===== src/rtl/button_conditioner.sv =====
// Button front end: 2-flop sync, shared sample divider, per-channel
// debounce, press pulses and optional auto-repeat on held channels.
module button_conditioner #(
    parameter int                 N_BTN        = 7,
    parameter int                 SAMPLE_DIV   = 50000,
    parameter int                 DB_SAMPLES   = 10,
    parameter logic [N_BTN-1:0]   REPEAT_MASK  = 7'b0000010,
    parameter int                 REPEAT_DELAY = 500,
    parameter int                 REPEAT_RATE  = 100
) (
    input  logic             Clk_in,
    input  logic             Clr,
    input  logic [N_BTN-1:0] btn_raw,
    output logic [N_BTN-1:0] btn_level,
    output logic [N_BTN-1:0] btn_pulse,
    output logic             tick
);

    localparam int DIV_W = $clog2(SAMPLE_DIV);
    localparam int DB_W  = $clog2(DB_SAMPLES + 1);
    localparam int REP_W = $clog2(REPEAT_DELAY + 1);

    localparam logic [DIV_W-1:0] DIV_LAST = DIV_W'(SAMPLE_DIV - 1);
    localparam logic [DB_W-1:0]  DB_LAST  = DB_W'(DB_SAMPLES - 1);
    localparam logic [REP_W-1:0] REP_LAST = REP_W'(REPEAT_DELAY - 1);
    localparam logic [REP_W-1:0] REP_LOAD = REP_W'(REPEAT_DELAY - REPEAT_RATE);

    logic [N_BTN-1:0] sync1_q;
    logic [N_BTN-1:0] sync2_q;
    logic [DIV_W-1:0] div_q, div_d;
    logic [N_BTN-1:0] level_q, level_d;
    logic [N_BTN-1:0] pulse_q, pulse_d;
    logic [DB_W-1:0]  db_cnt_q  [N_BTN];
    logic [DB_W-1:0]  db_cnt_d  [N_BTN];
    logic [REP_W-1:0] rep_cnt_q [N_BTN];
    logic [REP_W-1:0] rep_cnt_d [N_BTN];

    assign tick      = (div_q == DIV_LAST);
    assign btn_level = level_q;
    assign btn_pulse = pulse_q;

    always_comb begin
        div_d     = tick ? '0 : div_q + 1'b1;
        level_d   = level_q;
        pulse_d   = '0;
        db_cnt_d  = db_cnt_q;
        rep_cnt_d = rep_cnt_q;
        for (int i = 0; i < N_BTN; i++) begin
            if (tick) begin
                if (sync2_q[i] != level_q[i]) begin
                    if (db_cnt_q[i] == DB_LAST) begin
                        level_d[i]  = sync2_q[i];
                        db_cnt_d[i] = '0;
                    end else begin
                        db_cnt_d[i] = db_cnt_q[i] + 1'b1;
                    end
                end else begin
                    db_cnt_d[i] = '0;
                end
                // A release on the same tick suppresses any repeat.
                if (REPEAT_MASK[i]) begin
                    if (level_q[i] && level_d[i]) begin
                        if (rep_cnt_q[i] == REP_LAST) begin
                            pulse_d[i]   = 1'b1;
                            rep_cnt_d[i] = REP_LOAD;
                        end else begin
                            rep_cnt_d[i] = rep_cnt_q[i] + 1'b1;
                        end
                    end else begin
                        rep_cnt_d[i] = '0;
                    end
                end
            end
            if (!level_q[i] && level_d[i]) begin
                pulse_d[i] = 1'b1;
            end
        end
    end

    always_ff @(posedge Clk_in) begin
        if (!Clr) begin
            sync1_q   <= '0;
            sync2_q   <= '0;
            div_q     <= '0;
            level_q   <= '0;
            pulse_q   <= '0;
            db_cnt_q  <= '{default: '0};
            rep_cnt_q <= '{default: '0};
        end else begin
            sync1_q   <= btn_raw;
            sync2_q   <= sync1_q;
            div_q     <= div_d;
            level_q   <= level_d;
            pulse_q   <= pulse_d;
            db_cnt_q  <= db_cnt_d;
            rep_cnt_q <= rep_cnt_d;
        end
    end

endmodule


===== config.mk =====
export PLATFORM = sky130hd
export DESIGN_NAME = button_conditioner
export DESIGN_NICKNAME = d
export VERILOG_FILES = /design/src/rtl/button_conditioner.sv
export SDC_FILE = /design/constraint.sdc
export NUM_CORES = 1
export LEC_CHECK = 0
export CAP_MARGIN = 10
export CORE_MARGIN = 5
export CORE_UTILIZATION = 66
export CTS_BUF_LIST = sky130_fd_sc_hd__clkbuf_4
export DETAILED_ROUTE_END_ITERATION = 8
export HOLD_SLACK_MARGIN = 0.05
export MAX_ROUTING_LAYER = met4
export PLACE_DENSITY = 0.85
export SLEW_MARGIN = 20
export SYNTH_ARGS = -nofsm -noshare
export SYNTH_HDL_FRONTEND = slang
export SYNTH_SLANG_ARGS = --single-unit

===== constraint.sdc =====
create_clock -name Clk_in -period 3.25 [get_ports Clk_in]
set_clock_uncertainty 0.05 [all_clocks]
set_input_delay 0.8125 -clock Clk_in [delete_from_list [all_inputs] [get_ports Clk_in]]
set_output_delay 0.8125 -clock Clk_in [all_outputs]
set_load 0.02 [all_outputs]

==> flow_summary_export.csv <==
group,metric,value,unit
status,status,"completed",
clock_network,cts_max_level,3,
yosys,yosys_warnings,0,
floorplan,design.core.area,0.00547,mm²
sta,maxClockFrequency,362,MHz
yosys,ys_seq_elements,81,
setup_path,worst-r2r-setup-slack,0.98,ns
global_routing,first_global_vias,2942,
setup_path,path_buf_inv,2,
pwr,power_per_cell_area,382,mW/mm²
detailed_routing,detail_route.vias_per_cell,6.02,
pwr,cellLeakagePower,1.42,nW
yosys,synthesis.nets,438,
setup_path,required,2.39,ns
yosys,yosys_most_used_dff,"dfxtp_1",
pwr,share_clk_of_total_power,31.5,%
setup_path,critical_path_peak_fanout,5,
cells_and_area,finalNetCount,458,
pwr,p_sw_share,23.2,%
sta,drv_slew,0,
yosys,syn-mean-instance-area,8.92,µm²
min_path,worstHoldPathType,"flip-flop to flip-flop",
floorplan,initial_utilization,67.3,%
setup_path,crit_slowest_cell,"dfxtp_1",
sta,worstMarginPinSlew,0.658,ns
detailed_routing,drt_drc_violations_left,0,
yosys,synth_edf_count,0,
detailed_routing,finalWirelength,7500,µm
yosys,cell_area_after_synthesis,0.00368,mm²
detailed_routing,vias,3068,
clock_network,cts_buffers,9,
place,dp.cells,494,
yosys,async_reset_ff_share,0,%
setup_path,worst_path_dominant_cell_family,"simple AND/OR/NAND/NOR gates",
detailed_routing,detailedRoute.firstPassIterationCount,4,
clock_network,clkSlewWorstSetupHoldPaths,0.12,ns
place,globalplace.congestion,0.829,
pwr,vdd.ir_drop.worst,0.255,mV
global_routing,grt_start_max_net_pins,46,
setup_path,timing.critical_path.slowest_cell_delay,0.39,ns
cells_and_area,finish.cell_count_without_fillers,510,
global_routing,grt_first_pass_wirelength,13100,µm
clock_network,cts_tree,"done",
place,placement.io_buffers,23,
yosys,post_synth_inst_count,413,
global_routing,antenna_violations_before_repair,0,
detailed_routing,detail-route-antenna-nets,0,
sta,setup_repair_after_global_routing_missed_its_margin,"no",
pwr,switchingPower,0.360,mW
sta,finalWorstPathRequiredPeriod,2.76,ns
run,timing.max_cap.violations,0,
clock_network,clock_sinks,81,
detailed_routing,detailedRoute.firstIterationViolations,241,
clock_network,cts_hold_buf,0,
place,dpl.hpwl,5090,µm
cells_and_area,layout-area-overhead-vs-synth,10.3,%
floorplan,die_h,84.7,µm
sta,final.setup.tns,0,ns
setup_path,timing.critical_path.from_type,"flip-flop",
sta,hold_viol,0,
global_routing,global_route.overflow_total,0,
pwr,combPwrFrac,3.4,%
yosys,synth_cell_types,51,
sta,tcrit_tclk_final,85.0,%
setup_path,worstPathArrival,1.90,ns
cells_and_area,post_route_cells_drive_above_1_share,5.94,%
floorplan,die_area,0.00717,mm²
yosys,synth-seq-area-share,44.0,%
floorplan,dieWidth,84.7,µm
clock_network,cts_root_buffer,"clkbuf_4",
pwr,intPower,1.19,mW
pwr,sequentialPowerShare,65.1,%
floorplan,std_cell_rows,27,
clock_network,buffers_from_clock_root_to_sink_at_most,2,
setup_path,timing.critical_path.to_type,"primary output",
global_routing,gr-usage-all-layers,22.9,%
sta,timing.final.setup_violations,0,
setup_path,worst-setup-path-type,"flip-flop to primary output",
floorplan,top_level_ports,24,
cells_and_area,antennaDiodeCount,0,
setup_path,crit_path_cell_trace,"ha_1 -> and3_1 -> nand4_1 -> inv_1 -> dlymetal6s2s_1",
clock_network,clk_latency,0.42,ns
sta,maxSlewHeadroom,56.1,%
detailed_routing,routed_wire_length_per_instance,14.7,µm
cells_and_area,final_core_util,74.2,%
-- per-stage QoR --
stage	hold WS (ns)	cell area, µm²	setup WS (ns)	power [mW]
finish	0.395	4060	0.488	1.55
global route	0.411	4060	0.294	1.62
CTS	0.396	4060	0.0777	1.57
detailed placement	0.372	3950	0.567	1.09
global placement	0.366	3950	0.637	1.08
floorplan	0.362	3680	1.10	1.07
-- cell usage in the layout, fill, tap and decap left out, types with 12 or more instances in the layout --
master           synthesis  final
a21oi_1                 24     24
and2_1                  19     19
clkdlybuf4s50_1          0     21
dfxtp_1                 81     81
ha_1                    16     16
inv_1                   29     29
nand2_1                 31     31
nand3_1                 33     33
nand3b_1                14     14
nor2_1                  20     20
xnor2_1                 12     12
-- cells by family after synthesis --
family	count (synthesis)	synth area share, %
simple gates	169	26.0
flops	81	44.0
compound gates	78	14.4
buf+inv	48	5.09
xor+xnor	19	4.52
fa+ha+maj	16	5.43
mux	2	0.543
-- registers in the layout, summed over array words and instances (netlist names) --
name	flops
btn_level	7
btn_pulse	7
db_cnt_q	28
div_q	16
rep_cnt_q	9
sync1_q	7
sync2_q	7
-- power by group through the flow --
| stage | combinational (mW) | clock (mW) | sequential (mW) |
|---|---|---|---|
| after floorplan | 0.0349 | 0 | 1.03 |
| after global placement | 0.0512 | 0 | 1.03 |
| after detailed placement | 0.0530 | 0 | 1.03 |
| after CTS | 0.0537 | 0.503 | 1.01 |
| after global routing | 0.0585 | 0.549 | 1.01 |
| final | 0.0531 | 0.488 | 1.01 |
-- cells in the mapped netlist (all sizes together), types with 2 or more instances --
library cell | instances | area share (%)
nand3b | 14 | 2.9
o41ai | 6 | 1.4
o32ai | 11 | 2.6
and2 | 19 | 3.2
a31oi | 2 | 0.34
buf | 7 | 0.92
and4bb | 2 | 0.68
and3 | 2 | 0.34
a21oi | 24 | 3.3
nand2b | 6 | 1.0
or3 | 3 | 0.51
nor3 | 10 | 1.4
clkbuf | 11 | 1.1
or4 | 4 | 0.82
nand2 | 31 | 3.2
nand3 | 33 | 4.5
inv | 29 | 3.0
o211ai | 6 | 1.2
o2bb2ai | 2 | 0.48
nand4 | 6 | 1.6
mux2i | 2 | 0.54
nor4 | 10 | 1.7
xnor2 | 12 | 2.9
nor2 | 20 | 2.0
o21ai | 11 | 1.5
xor2 | 7 | 1.7
o31ai | 6 | 1.2
ha | 16 | 5.4
o21a | 3 | 0.61
dfxtp | 81 | 44
-- path summary, 6_finish.rpt --
path | end | start | cells after the start
setup / recovery | tick | div_q[0] | 5
hold / removal | sync2_q[5] | sync1_q[5] | 1
setup reg to reg | db_cnt_q[27] | div_q[0] | 5
hold reg to reg | sync2_q[5] | sync1_q[5] | 1
-- per-layer routing --
metal,global-route usage [%],routed length (µm),vias to the layer above
met4,9.93,137,0
met3,4.42,294,12
li1,-,-,1520
met5,-,0,-
met1,27.8,3460,1465
met2,37.0,3610,71
-- area by class of cell --
class | instances | area [µm²]
Multi-Input combinational cell | 284 | 1870
Sequential cell | 81 | 1620
Fill cell | 423 | 1410
Timing Repair Buffer | 27 | 258
Inverter | 30 | 113
Tap cell | 72 | 90.1
Clock buffer | 11 | 82.6
Clock inverter | 5 | 22.5
-- what timing repair did --
| item | in CTS | in global routing |
|---|---|---|
| setup buffers | 0 | 0 |
| endpoints found under the setup margin | 0 | 1 |
| gates resized for setup | 0 | 1 |
Note: power is estimated with default switching activity, not from simulation.
